<file path="config.mk">
export PLATFORM = sky130hd
export DESIGN_NAME = mem_access_arbiter_flat
export DESIGN_NICKNAME = d
export VERILOG_FILES = /design/src/rtl/mem_access_arbiter_pkg.sv /design/src/rtl/mem_access_arbiter_if.sv /design/src/rtl/mem_access_arbiter_serial_free_list.sv /design/src/rtl/mem_access_arbiter.sv /design/src/flat_wrapper.sv
export SDC_FILE = /design/constraint.sdc
export NUM_CORES = 1
export LEC_CHECK = 0
export CAP_MARGIN = 20
export CORE_AREA = 5 5 175 177
export CTS_BUF_LIST = sky130_fd_sc_hd__clkbuf_4 sky130_fd_sc_hd__clkbuf_8
export CTS_CLUSTER_SIZE = 14
export DETAILED_ROUTE_END_ITERATION = 8
export DIE_AREA = 0 0 180 182
export HOLD_SLACK_MARGIN = 0.02
export SETUP_SLACK_MARGIN = 0.4
export SYNTH_ARGS = -nofsm -noshare
export SYNTH_HDL_FRONTEND = slang
export SYNTH_SLANG_ARGS = --single-unit
</file>
<file path="constraint.sdc">
create_clock -name clk -period 8.1 [get_ports clk]
set_input_delay 1.62 -clock clk [delete_from_list [all_inputs] [get_ports clk]]
set_output_delay 1.62 -clock clk [all_outputs]
set_load 0.02 [all_outputs]
</file>
<file path="src/rtl/mem_access_arbiter_pkg.sv">
// Shared types for the memory access arbiter: serial widths, request/ack/result
// structs and the requester source enum.
package mem_access_arbiter_pkg;

  localparam int MSHR_NUM             = 2;
  localparam int MEM_READ_SERIAL_NUM  = MSHR_NUM + 1;
  localparam int MEM_WRITE_SERIAL_NUM = MSHR_NUM;
  localparam int MEM_SERIAL_W         = 2;
  localparam int MEM_WSERIAL_W        = 2;
  localparam int MEM_ADDR_W           = 32;
  localparam int MEM_DATA_W           = 64;

  typedef logic [MEM_SERIAL_W-1:0]  MemAccessSerial;
  typedef logic [MEM_WSERIAL_W-1:0] MemWriteSerial;

  typedef enum logic {
    MEM_REQ_SRC_IC = 1'b0,
    MEM_REQ_SRC_DC = 1'b1
  } MemReqSource;

  typedef struct packed {
    logic                  valid;
    logic [MEM_ADDR_W-1:0] addr;
  } MemReadAccessReq;

  typedef struct packed {
    logic                  valid;
    logic                  we;
    logic [MEM_ADDR_W-1:0] addr;
    logic [MEM_DATA_W-1:0] data;
  } MemAccessReq;

  typedef struct packed {
    logic           ack;
    MemAccessSerial serial;
    MemWriteSerial  wserial;
  } MemAccessReqAck;

  typedef struct packed {
    logic                  valid;
    MemAccessSerial        serial;
    logic [MEM_DATA_W-1:0] data;
  } MemAccessResult;

  typedef struct packed {
    logic          valid;
    MemWriteSerial serial;
  } MemAccessResponse;

endpackage

</file>
<file path="src/rtl/mem_access_arbiter_if.sv">
// Bundle of requester, memory and forwarding signals around the arbiter.
// Handshake: a requester holds .valid until it sees .ack; memReq transfers when memReq.valid && memReqReady.
interface mem_access_arbiter_if;
  import mem_access_arbiter_pkg::*;

  MemReadAccessReq  icReq;
  MemAccessReqAck   icReqAck;
  MemAccessReq      dcReq;
  MemAccessReqAck   dcReqAck;
  MemAccessReq      memReq;
  MemAccessSerial   memReqSerial;
  MemWriteSerial    memReqWSerial;
  logic             memReqReady;
  MemAccessResult   memReadResult;
  MemAccessResponse memWriteResponse;
  MemAccessResult   icReadResult;
  MemAccessResult   dcReadResult;
  MemAccessResponse dcWriteResponse;
  logic             protocolError;

  modport slave (
    input  icReq, dcReq, memReqReady, memReadResult, memWriteResponse,
    output icReqAck, dcReqAck, memReq, memReqSerial, memReqWSerial,
           icReadResult, dcReadResult, dcWriteResponse, protocolError
  );

  modport master (
    output icReq, dcReq, memReqReady, memReadResult, memWriteResponse,
    input  icReqAck, dcReqAck, memReq, memReqSerial, memReqWSerial,
           icReadResult, dcReadResult, dcWriteResponse, protocolError
  );
endinterface

</file>
<file path="src/rtl/mem_access_arbiter_serial_free_list.sv">
// Allocation bitmap for transaction serials; offers the lowest free index taken
// from the registered vector, so a serial freed this cycle is reusable next cycle.
module serial_free_list #(
  parameter int NUM = 3,
  parameter int W   = 2
) (
  input  logic           clk,
  input  logic           rst,
  input  logic           alloc,
  input  logic           free_en,
  input  logic [W-1:0]   free_idx,
  output logic           any_free,
  output logic [W-1:0]   pick_idx,
  output logic [NUM-1:0] alloc_vec
);

  logic [NUM-1:0] alloc_vec_q, alloc_vec_d;

  always_comb begin
    pick_idx = '0;
    for (int i = NUM - 1; i >= 0; i--) begin
      if (!alloc_vec_q[i]) pick_idx = W'(i);
    end
    any_free = ~&alloc_vec_q;

    alloc_vec_d = alloc_vec_q;
    for (int i = 0; i < NUM; i++) begin
      if (free_en && (free_idx == W'(i))) alloc_vec_d[i] = 1'b0;
      if (alloc && (pick_idx == W'(i)))   alloc_vec_d[i] = 1'b1;
    end
  end

  always_ff @(posedge clk or posedge rst) begin
    if (rst) alloc_vec_q <= '0;
    else     alloc_vec_q <= alloc_vec_d;
  end

  assign alloc_vec = alloc_vec_q;

endmodule

</file>
<file path="src/rtl/mem_access_arbiter.sv">
// Arbitrates ICache reads and DCache reads/writes onto one registered memory
// request, allocating serials and routing results back to the owning requester.
module mem_access_arbiter
  import mem_access_arbiter_pkg::*;
(
  input logic                clk,
  input logic                rst,
  mem_access_arbiter_if.slave bus
);

  localparam int RN = MEM_READ_SERIAL_NUM;
  localparam int WN = MEM_WRITE_SERIAL_NUM;

  MemAccessReq    out_q, out_d;
  MemAccessSerial out_serial_q, out_serial_d;
  MemWriteSerial  out_wserial_q, out_wserial_d;
  MemReqSource    rr_last_q, rr_last_d;
  logic [RN-1:0]  owner_q, owner_d;
  logic           protocol_error_q, protocol_error_d;

  logic           rd_any_free, wr_any_free;
  MemAccessSerial rd_pick;
  MemWriteSerial  wr_pick;
  logic [RN-1:0]  rd_alloc_vec;
  logic [WN-1:0]  wr_alloc_vec;

  logic can_load, dc_wr, ic_elig, dc_elig, gnt_ic, gnt_dc;
  logic rd_alloc, wr_alloc, rd_hit, rd_owner_dc, rd_legal, wr_hit, wr_legal;

  serial_free_list #(.NUM(RN), .W(MEM_SERIAL_W)) u_read_serials (
    .clk(clk), .rst(rst), .alloc(rd_alloc), .free_en(rd_legal),
    .free_idx(bus.memReadResult.serial), .any_free(rd_any_free),
    .pick_idx(rd_pick), .alloc_vec(rd_alloc_vec)
  );

  serial_free_list #(.NUM(WN), .W(MEM_WSERIAL_W)) u_write_serials (
    .clk(clk), .rst(rst), .alloc(wr_alloc), .free_en(wr_legal),
    .free_idx(bus.memWriteResponse.serial), .any_free(wr_any_free),
    .pick_idx(wr_pick), .alloc_vec(wr_alloc_vec)
  );

  always_comb begin
    can_load = !out_q.valid || bus.memReqReady;
    dc_wr    = bus.dcReq.we;
    ic_elig  = !rst && bus.icReq.valid && can_load && rd_any_free;
    dc_elig  = !rst && bus.dcReq.valid && can_load && (dc_wr ? wr_any_free : rd_any_free);

    gnt_ic = 1'b0;
    gnt_dc = 1'b0;
    if (ic_elig && dc_elig) begin
      if (rr_last_q == MEM_REQ_SRC_IC) gnt_dc = 1'b1;
      else                             gnt_ic = 1'b1;
    end else begin
      gnt_ic = ic_elig;
      gnt_dc = dc_elig;
    end
    rd_alloc = gnt_ic || (gnt_dc && !dc_wr);
    wr_alloc = gnt_dc && dc_wr;

    // Out-of-range serials never match an index, so they read as unallocated.
    rd_hit      = 1'b0;
    rd_owner_dc = 1'b0;
    for (int i = 0; i < RN; i++) begin
      if (bus.memReadResult.serial == MemAccessSerial'(i)) begin
        rd_hit      = rd_alloc_vec[i];
        rd_owner_dc = owner_q[i];
      end
    end
    wr_hit = 1'b0;
    for (int i = 0; i < WN; i++) begin
      if (bus.memWriteResponse.serial == MemWriteSerial'(i)) wr_hit = wr_alloc_vec[i];
    end
    rd_legal = !rst && bus.memReadResult.valid && rd_hit;
    wr_legal = !rst && bus.memWriteResponse.valid && wr_hit;

    protocol_error_d = protocol_error_q
                     | (!rst && bus.memReadResult.valid && !rd_hit)
                     | (!rst && bus.memWriteResponse.valid && !wr_hit);

    owner_d = owner_q;
    for (int i = 0; i < RN; i++) begin
      if (rd_alloc && (rd_pick == MemAccessSerial'(i))) owner_d[i] = gnt_dc;
    end

    rr_last_d = rr_last_q;
    if (gnt_ic) rr_last_d = MEM_REQ_SRC_IC;
    if (gnt_dc) rr_last_d = MEM_REQ_SRC_DC;

    out_d         = out_q;
    out_serial_d  = out_serial_q;
    out_wserial_d = out_wserial_q;
    if (out_q.valid && bus.memReqReady) out_d.valid = 1'b0;
    if (gnt_ic) begin
      out_d         = MemAccessReq'{valid: 1'b1, we: 1'b0, addr: bus.icReq.addr, data: '0};
      out_serial_d  = rd_pick;
      out_wserial_d = '0;
    end else if (gnt_dc) begin
      out_d         = bus.dcReq;
      out_d.valid   = 1'b1;
      out_serial_d  = dc_wr ? '0 : rd_pick;
      out_wserial_d = dc_wr ? wr_pick : '0;
    end

    bus.icReqAck = MemAccessReqAck'{ack: gnt_ic, serial: rd_pick, wserial: '0};
    bus.dcReqAck = MemAccessReqAck'{ack: gnt_dc, serial: rd_pick, wserial: wr_pick};

    bus.icReadResult       = bus.memReadResult;
    bus.icReadResult.valid = rd_legal && !rd_owner_dc;
    bus.dcReadResult       = bus.memReadResult;
    bus.dcReadResult.valid = rd_legal && rd_owner_dc;
    bus.dcWriteResponse       = bus.memWriteResponse;
    bus.dcWriteResponse.valid = wr_legal;
  end

  always_ff @(posedge clk or posedge rst) begin
    if (rst) begin
      out_q            <= '0;
      out_serial_q     <= '0;
      out_wserial_q    <= '0;
      rr_last_q        <= MEM_REQ_SRC_IC;
      owner_q          <= '0;
      protocol_error_q <= 1'b0;
    end else begin
      out_q            <= out_d;
      out_serial_q     <= out_serial_d;
      out_wserial_q    <= out_wserial_d;
      rr_last_q        <= rr_last_d;
      owner_q          <= owner_d;
      protocol_error_q <= protocol_error_d;
    end
  end

  assign bus.memReq        = out_q;
  assign bus.memReqSerial  = out_serial_q;
  assign bus.memReqWSerial = out_wserial_q;
  assign bus.protocolError = protocol_error_q;

endmodule

</file>
<file path="src/flat_wrapper.sv">
// flat-port wrapper written by rule: the top's interface ports become plain ports
module mem_access_arbiter_flat import mem_access_arbiter_pkg::*;
  (clk, rst, bus_icReq, bus_dcReq, bus_memReqReady, bus_memReadResult, bus_memWriteResponse, bus_icReqAck, bus_dcReqAck, bus_memReq, bus_memReqSerial, bus_memReqWSerial, bus_icReadResult, bus_dcReadResult, bus_dcWriteResponse, bus_protocolError);
  mem_access_arbiter_if bus_i ();
  input logic clk;
  input logic rst;
  input wire logic [$bits(bus_i.icReq)-1:0] bus_icReq;
  input wire logic [$bits(bus_i.dcReq)-1:0] bus_dcReq;
  input wire logic [$bits(bus_i.memReqReady)-1:0] bus_memReqReady;
  input wire logic [$bits(bus_i.memReadResult)-1:0] bus_memReadResult;
  input wire logic [$bits(bus_i.memWriteResponse)-1:0] bus_memWriteResponse;
  output wire logic [$bits(bus_i.icReqAck)-1:0] bus_icReqAck;
  output wire logic [$bits(bus_i.dcReqAck)-1:0] bus_dcReqAck;
  output wire logic [$bits(bus_i.memReq)-1:0] bus_memReq;
  output wire logic [$bits(bus_i.memReqSerial)-1:0] bus_memReqSerial;
  output wire logic [$bits(bus_i.memReqWSerial)-1:0] bus_memReqWSerial;
  output wire logic [$bits(bus_i.icReadResult)-1:0] bus_icReadResult;
  output wire logic [$bits(bus_i.dcReadResult)-1:0] bus_dcReadResult;
  output wire logic [$bits(bus_i.dcWriteResponse)-1:0] bus_dcWriteResponse;
  output wire logic [$bits(bus_i.protocolError)-1:0] bus_protocolError;
  assign bus_i.icReq = bus_icReq;
  assign bus_i.dcReq = bus_dcReq;
  assign bus_i.memReqReady = bus_memReqReady;
  assign bus_i.memReadResult = bus_memReadResult;
  assign bus_i.memWriteResponse = bus_memWriteResponse;
  assign bus_icReqAck = bus_i.icReqAck;
  assign bus_dcReqAck = bus_i.dcReqAck;
  assign bus_memReq = bus_i.memReq;
  assign bus_memReqSerial = bus_i.memReqSerial;
  assign bus_memReqWSerial = bus_i.memReqWSerial;
  assign bus_icReadResult = bus_i.icReadResult;
  assign bus_dcReadResult = bus_i.dcReadResult;
  assign bus_dcWriteResponse = bus_i.dcWriteResponse;
  assign bus_protocolError = bus_i.protocolError;
  mem_access_arbiter u_core (.clk(clk), .rst(rst), .bus(bus_i));
endmodule
</file>
* Yosys cells after proc, flatten, opt, wreduce, memory -nomap -nowiden
Index checks and enable logic that the tools add are counted.
Word-level totals: output and inout port bits 250, flip-flop bits (word level) 112
Cells by class: reduce and logical (&&, ||, !) cells 51, bitwise logic cells 2, mux-type cells 39, equality and inequality tests 6
Operator list (count):
- $mux 98 | 2
- $logic_and 1x1->1 | 28
- $mux 1 | 27
- $mux 2 | 10
- $reduce_bool 2->1 | 6
- $eq 2x1->1 const B | 4
- $logic_not 1->1 | 8
- $logic_not 2->1 | 4
- $eq 2x2->1 const B | 2
- $reduce_and 3->1 | 1
- $reduce_bool 3->1 | 1
- $logic_or 1x1->1 | 2
- $or 1x1->1 | 2
- $reduce_and 2->1 | 1

* Longest topological paths before layout
Gate-level depths: netlist (run 1).
depth after elaboration 10, depth in mapped cells 8, gate-level depth less buffers 4

* Hierarchy
A second synthesis (run 1) with hierarchy kept.
Second synthesis, totals: cell total of the unflattened synthesis 525, area, all modules 5595.4 um^2
By module, submodules not included:
- mem_access_arbiter | cells each 494, area each 5313.8 um^2, instances 1
- serial_free_list (u_core.u_read_serials) | cells each 17, area each 165.2 um^2, instances 1
- serial_free_list (u_core.u_write_serials) | cells each 14, area each 116.4 um^2, instances 1

* Worst setup path before layout (run 1)
Ideal clock, no wire load.
path type input -> register, from in rst, to reg u_core.out_q (netlist bit u_core.bus.memReq[64]), data arrival time 5.637 ns, stages 4, slack 2.371 ns, required time 8.008 ns, cell sequence inv_2 > clkbuf_1 > nand4_1 > a31oi_1
Between the ends: word-level cells in the longest chain between the ends 7
Ends and longest elaborated chain:
- start: declaration | line flat_wrapper.sv:6 | input logic rst;
- $logic_not 1->1 * | line mem_access_arbiter.sv:45, mem_access_arbiter.sv:46
- $logic_and 1x1->1, on equally long branches (3 in series) | line mem_access_arbiter.sv:45, mem_access_arbiter.sv:46
- $logic_and 1x1->1 | line mem_access_arbiter.sv:50 | if (ic_elig && dc_elig) begin
- $mux 1 | line mem_access_arbiter.sv:50
- $mux 98 or $reduce_bool 2->1 (tied branches)
- end signal: assignment | line mem_access_arbiter.sv:124 | out_q <= out_d;
- end: declaration | line mem_access_arbiter.sv:14 | MemAccessReq out_q, out_d;
Mark *: on every way between the ends. The rest lies on a longest branch, timed or not. A chain may end at the register's enable or synchronous reset.

* Worst setup path in the final report (run 1)
from in rst, to out bus_icReqAck[4]
Between the ends: word-level cells in the longest chain between the ends 6
Ends and longest elaborated chain:
- $logic_not 1->1 * | line mem_access_arbiter.sv:45, mem_access_arbiter.sv:46
- $logic_and 1x1->1, on equally long branches (3 in series) | line mem_access_arbiter.sv:45, mem_access_arbiter.sv:46
- $logic_and 1x1->1 | line mem_access_arbiter.sv:50
- $mux 1 * | line mem_access_arbiter.sv:50
- end: declaration | line flat_wrapper.sv:12 | output wire logic [$bits(bus_i.icReqAck)-1:0] bus_icReqAck;
Marked as above.

==> results.py, run 1 <==
metrics = {
    "critical_path": {
        "path_delay_family": "buffers and inverters",
        "cp_slowest_cell": "or2_2",
        "required_ps": 6480,
        "crit_fanout": 80,
        "rr_endpoint": "u_core.bus.memReq[4]",
        "cp.arrival_ps": 4220,
        "crit_type": "primary input to primary output",
        "r2r_setup_slack_ps": 5500,
        "cp.buffers_inverters": 4,
        "crit_chain": "clkdlybuf4s50_1, inv_6, nand4_2, or2_2, inv_1, clkdlybuf4s50_1",
        "critPathLaunch": "rst",
        "max_stage_delay_ps": 610,
        "rr_worst_depth": 7,
        "worst_path_most_repeated_cell": "clkdlybuf4s50_1",
        "reg2reg_from": "u_core.bus.memReq[97]",
        "worst_setup_path_start_kind": "primary input",
        "cp-end-kind": "primary output",
    },
    "routing": {
        "ant_nets": 0,
        "viasPerCell": 4.38,
        "routedWlPerCell_um": 19.2,
        "initialDrtViolationCount": 234,
        "routed_wl_mm": 20.1,
        "drc": 0,
        "firstDrtPassIters": 4,
        "vias": 4578,
    },
    "clock_tree": {
        "ctsResizeCount": 0,
        "cts_setup_buffers": 0,
        "cts_hold_buffers": 0,
        "clkTransAtPathRegs_ps": 110,
        "cts_buffers": 9,
        "cts_tree": "yes",
        "cts-root-buf": "clkbuf_8",
        "clock_sinks": 111,
        "insertion_delay_ps": 390,
        "cts_max_path_buffers": 2,
        "htreeDepth": 3,
    },
    "grt": {
        "grt_pass1_wl_mm": 30.3,
        "grt_pass1_vias": 4778,
        "use_met2_pct": 19.6,
        "use_met1_pct": 14.1,
        "grt_max_degree": 81,
        "grt_overflow": 0,
        "grtUsageTotal_pct": 11.9,
        "antenna_found_initial": 0,
        "grt_util_met3_pct": 4.01,
        "grt.busiest_layer": "met2",
    },
    "place": {
        "io_buffers": 257,
        "dpl-instance-area_sq_um": 7740,
        "gp_congestion": 0.779,
        "place_ws_ps": 2170,
        "placed_cells": 1029,
        "dp_hpwl_mm": 14.3,
    },
    "yosys": {
        "ys_warn_count": 0,
        "syn_area_sq_um": 5870,
        "avgSynthCellArea_sq_um": 10.6,
        "ys_ff_latch": 111,
        "netlist-cell-type-count": 38,
        "ys_seq_area_share_pct": 47.3,
        "postSynthCellCount": 555,
    },
    "flow_run": {
        "maxCapViolCount": 0,
    },
    "die": {
        "initial_core_util_pct": 20.2,
        "die_w_um": 180,
        "dieArea_sq_um": 32800,
        "die_height_um": 182,
        "num_io_pins": 454,
        "fp.coreArea_sq_um": 29100,
        "rows": 63,
    },
    "layout": {
        "final_cell_mix": "clkdlybuf4s50_1 (257), dfrtp_1 (111), a22o_1 (66), o21ai_0 (33), nor3_1 (33)",
        "nets": 854,
        "diodes": 0,
        "finish.instance_area_sq_um": 7940,
        "synthToLayoutAreaGrowth_pct": 35.3,
        "drive_above_1_share_pct": 6.26,
        "layout.cells.non_filler": 1045,
        "final_common_cell": "clkdlybuf4s50_1",
    },
    "sta": {
        "tightest_slew_ps": 829,
        "finalHoldViolCount": 0,
        "grt_setup_unrepaired": "false",
        "setup_viol": 0,
        "fin_ws_ps": 2260,
        "finClkSkew_ps": 20.0,
        "slew_headroom_pct": 44.8,
        "period_share_pct": 72.1,
        "fin_crit_ps": 5840,
        "clock.fmax_mhz": 171,
        "setup-tns-final_ps": 0,
        "drv_slew": 0,
    },
    "outcome": {
        "status": "completed",
    },
    "hold_path": {
        "min_to": "u_core.bus.protocolError",
        "hp-start": "u_core.bus.protocolError",
        "hp-class": "flip-flop to flip-flop",
        "hold_depth": 2,
    },
    "pwr": {
        "p_leak_uw": 0.00311,
        "ir_drop_uv": 78.0,
        "power_density_nw_per_um2": 304,
    },
}
[logic make-up (layout without fill, tap and decap cells)]
logic type | after synthesis | count (layout) | synth area share, %
other cells | 1 | 4 | 0.0639
compound gates | 152 | 152 | 19.6
simple gates | 96 | 96 | 9.30
buf+inv | 189 | 286 | 22.6
mux | 6 | 6 | 1.09
flops | 111 | 111 | 47.3
[report_power, final]
group | switching, uW | total (uW) | internal [uW] | leakage, uW
Sequential | 127 | 878 | 751 | 0.00140
Clock | 229 | 352 | 123 | 0.000103
Combinational | 623 | 1180 | 561 | 0.00161
[state kept, by name, summed over array words and instances, names as in the netlist]
register and count:
u_core.bus.protocolError 1, u_core.bus.memReqSerial 2, u_core.owner_q 3, u_core.rr_last_q 1
u_core.u_read_serials.alloc_vec 3, u_core.bus.memReq 98, u_core.bus.memReqWSerial 1, u_core.u_write_serials.alloc_vec 2
[stage by stage]
stage / utilization, % / power (uW) / hold WS, ps
after floorplan: - / 1570 / 480
after global placement: 26.5 / 2080 / 461
after detailed placement: 26.6 / 2100 / 463
after CTS: 27.3 / 2460 / 490
after global routing: 27.3 / 2560 / 507
final: 27.3 / 2410 / 490
[layer usage]
metal | part of all wire [%] | vias to the layer above
met2 | 48 | 229
met4 | 3.6 | 0
li1 | - | 2064
met5 | 0 | -
met3 | 7.9 | 60
met1 | 40 | 2225
[worst reg2reg max path, delay by kind of cell (launching register included)]
family | cells | cell delay (ps)
buffers and inverters | 3 | 1320
AO/OA/AOI/OAI | 2 | 510
flip-flops | 1 | 460
AND/OR/NAND/NOR | 2 | 250
[layout make-up]
| type | count | area (sq um) |
|---|---|---|
| Fill cell | 3016 | 21100 |
| Sequential cell | 111 | 2780 |
| Timing Repair Buffer | 266 | 2660 |
| Multi-Input combinational cell | 258 | 1790 |
| Tap cell | 390 | 488 |
| Clock buffer | 9 | 124 |
| Clock inverter | 7 | 77.6 |
| Inverter | 4 | 20.0 |
[how the worst max path moves through the flow]
stage | slack, ps | cells past startpoint | to
final | 2260 | 6 | bus_icReqAck[4]
after global placement | 2220 | 6 | bus_icReqAck[4]
after global routing | 2010 | 6 | bus_icReqAck[4]
after floorplan | 1900 | 2 | u_core.bus.memReqSerial[0]
after detailed placement | 2170 | 6 | bus_icReqAck[4]
after CTS | 2160 | 6 | bus_icReqAck[4]
[cells in the mapped netlist]
master / instances / area share [%]
a2111oi_2: 2 / 0.51
a211oi_1: 1 / 0.13
a21o_1: 4 / 0.51
a21oi_1: 3 / 0.26
a22o_1: 66 / 9.9
a311oi_4: 1 / 0.45
a31oi_1: 32 / 3.4
a32o_1: 2 / 0.34
and2_1: 1 / 0.11
buf_2: 8 / 0.68
buf_4: 148 / 19
buf_6: 7 / 1.3
clkbuf_1: 22 / 1.4
conb_1: 1 / 0.064
dfrtp_1: 111 / 47
inv_1: 3 / 0.19
inv_2: 1 / 0.064
mux2_2: 3 / 0.58
mux2i_1: 3 / 0.51
nand2_1: 7 / 0.45
nand2b_1: 6 / 0.64
nand3_2: 1 / 0.17
nand3_4: 1 / 0.30
nand4_1: 32 / 3.4
nand4_2: 1 / 0.21
nor2_1: 7 / 0.45
nor2b_1: 5 / 0.53
nor3_1: 33 / 2.8
o211a_1: 1 / 0.17
o211ai_4: 1 / 0.36
o21a_2: 1 / 0.15
o21ai_0: 33 / 2.8
o21ai_1: 1 / 0.085
o221ai_1: 1 / 0.15
o2bb2ai_1: 1 / 0.15
o31ai_1: 2 / 0.26
or2_2: 1 / 0.11
or3_1: 1 / 0.11
(Power assumes the default switching activity.)
==> run 2, diff against run 1 <==
--- a/config.mk
+++ b/config.mk
@@ -6,11 +6,11 @@
 export NUM_CORES = 1
 export LEC_CHECK = 0
 export CAP_MARGIN = 20
-export CORE_AREA = 5 5 175 177
+export CORE_AREA = 5 5 176 178
 export CTS_BUF_LIST = sky130_fd_sc_hd__clkbuf_4 sky130_fd_sc_hd__clkbuf_8
 export CTS_CLUSTER_SIZE = 14
 export DETAILED_ROUTE_END_ITERATION = 8
-export DIE_AREA = 0 0 180 182
+export DIE_AREA = 0 0 181 183
 export HOLD_SLACK_MARGIN = 0.02
 export SETUP_SLACK_MARGIN = 0.4
 export SYNTH_ARGS = -nofsm -noshare
==> constraint.sdc (replaced) <==
create_clock -name clk -period 5.2 [get_ports clk]
set_input_delay 1.04 -clock clk [delete_from_list [all_inputs] [get_ports clk]]
set_output_delay 1.04 -clock clk [all_outputs]
set_load 0.02 [all_outputs]
==> run 2 against run 1 <==
  * Register-to-register slack lost 2900 ps
  * Via count shrank 0.92%
  * Non-clock buffer count grew 3
  * Sequential power grew 55%
  * Largest power group unchanged
  * Highest routed layer is now met5
==> results.py, run 2 (synthesis results as in run 1) <==
metrics = {
    "outcome": {
        "status": "completed",
    },
    "pwr": {
        "finalPower_uw": 3760,
        "switching_share_pct": 40.6,
        "combPwrFrac_pct": 48.8,
        "sequentialPowerShare_pct": 36.3,
        "power_density_nw_per_um2": 473,
        "p_leak_uw": 0.00312,
        "internal-power_uw": 2230,
        "ir_drop_uv": 157,
        "p_sw_uw": 1530,
        "p_clk_share_pct": 14.9,
    },
    "routing": {
        "firstDrtPassIters": 4,
        "drc": 0,
        "initialDrtViolationCount": 153,
        "vias": 4536,
        "viasPerCell": 4.33,
        "routedWlPerCell_um": 19.7,
        "ant_nets": 0,
        "routed_wl_mm": 20.6,
    },
    "sta": {
        "grt_setup_unrepaired": "false",
        "hold_slack_ps": 492,
        "clock.fmax_mhz": 239,
        "slew_headroom_pct": 27.3,
        "tightest_slew_ps": 1090,
        "setup-tns-final_ps": 0,
        "drv_slew": 0,
        "fin_crit_ps": 4180,
        "setup_viol": 0,
        "finClkSkew_ps": 21.2,
        "finalHoldViolCount": 0,
        "period_share_pct": 80.5,
    },
    "layout": {
        "layout.cells.non_filler": 1048,
        "final_common_cell": "clkdlybuf4s50_1",
        "final_cell_mix": "clkdlybuf4s50_1 (257), dfrtp_1 (111), a22o_1 (66), o21ai_0 (33), nor3_1 (33)",
        "largest_reg_flops": 98,
        "diodes": 0,
        "synthToLayoutAreaGrowth_pct": 35.3,
        "nets": 857,
        "drive_above_1_share_pct": 6.69,
    },
    "grt": {
        "grt_max_degree": 72,
        "antenna_found_initial": 1,
        "grt_pass1_wl_mm": 30.3,
        "grt_pass1_vias": 4676,
        "grt_overflow": 0,
        "grtUsageTotal_pct": 11.8,
    },
    "clock_tree": {
        "clkTransAtPathRegs_ps": 130,
        "cts_tree": "yes",
        "clock_sinks": 111,
        "cts_setup_buffers": 0,
        "cts_buffers": 9,
        "cts_max_path_buffers": 2,
        "cts-root-buf": "clkbuf_8",
        "cts_hold_buffers": 0,
        "ctsResizeCount": 0,
        "htreeDepth": 3,
        "insertion_delay_ps": 390,
    },
    "critical_path": {
        "max_stage_delay_ps": 720,
        "cp.buffers_inverters": 2,
        "worst_setup_path_start_kind": "primary input",
        "cp_slowest_cell": "clkdlybuf4s50_1",
        "crit_type": "primary input to primary output",
        "crit_fanout": 9,
        "crit_chain": "clkdlybuf4s50_1, nand3_2, o211ai_4, a311oi_4, clkdlybuf4s50_1",
        "cp.arrival_ps": 3140,
        "worst_path_most_repeated_cell": "clkdlybuf4s50_1",
        "path_delay_family": "buffers and inverters",
        "required_ps": 4160,
        "r2r_setup_slack_ps": 2570,
        "cp-end-kind": "primary output",
    },
    "place": {
        "io_buffers": 257,
        "placed_cells": 1032,
        "gp_congestion": 0.749,
        "dp_hpwl_mm": 15.4,
    },
    "die": {
        "num_io_pins": 454,
        "fp.coreArea_sq_um": 29200,
        "die_height_um": 183,
        "dieArea_sq_um": 33100,
        "rows": 63,
        "die_w_um": 181,
        "initial_core_util_pct": 20.1,
    },
    "flow_run": {
        "maxCapViolCount": 0,
    },
    "hold_path": {
        "hp-class": "flip-flop to flip-flop",
    },
}
-- run 2: cell types whose count changed in the layout (fill, tap and decap cells not counted) --
cell      previous run  this run
inv_6                2         1
clkinv_4             1         2
buf_4                8        12
buf_16               1         0
-- run 2: stage by stage --
stage                     area (sq um)  utilization (%)  worst slack, ps
final                             7940             27.2             1020
after detailed placement          7740             26.5              980
after global routing              7940             27.2              895
after CTS                         7940             27.2              975
after floorplan                   5880                -             1880
after global placement            7740             26.5              993
-- run 2: worst reg2reg max path, stage by stage, from the launching register on --
cell and delay [ps]:
dfrtp_1 400, nand2b_2 280, nand4_2 210, buf_4 420
o21a_2 690, buf_4 380, a22o_1 190
-- run 2: cell type report --
class / instances / area, sq um
Timing Repair Buffer: 269 / 2660
Clock buffer: 9 / 124
Clock inverter: 7 / 77.6
Multi-Input combinational cell: 258 / 1790
Inverter: 4 / 20.0
Tap cell: 390 / 488
Sequential cell: 111 / 2780
Fill cell: 3053 / 21300
-- run 2: final timing paths --
kind / cells past startpoint / end / start
worst max-delay path: 5 / bus_dcReqAck[4] / bus_dcReq[96]
worst min-delay path: 1 / u_core.bus.memReqSerial[1] / u_core.bus.memReqSerial[1]
worst max register to register: 6 / u_core.bus.memReq[26] / u_core.bus.memReq[97]
worst min register to register: 1 / u_core.bus.memReqSerial[1] / u_core.bus.memReqSerial[1]
max in group asynchronous: 3 / u_core.bus.memReq[76] / rst
min in group asynchronous: 2 / u_core.bus.memReq[97] / rst
-- run 2: power by group through the flow --
stage / Sequential, uW / Clock, uW / Combinational, uW
floorplan: 1710 / 0 / 733
global route: 1410 / 618 / 1950
CTS: 1370 / 596 / 1870
detailed placement: 1390 / 0 / 1870
finish: 1360 / 559 / 1830
global placement: 1380 / 0 / 1850
-- run 2: metal layers --
| metal | up-vias | share of wire (%) | global-route usage [%] |
|---|---|---|---|
| met5 | - | 0.097 | 0 |
| met4 | 2 | 3.8 | 5.01 |
| met3 | 70 | 9.0 | 4.58 |
| met2 | 245 | 47 | 19.3 |
| met1 | 2156 | 40 | 13.8 |
| li1 | 2063 | - | - |
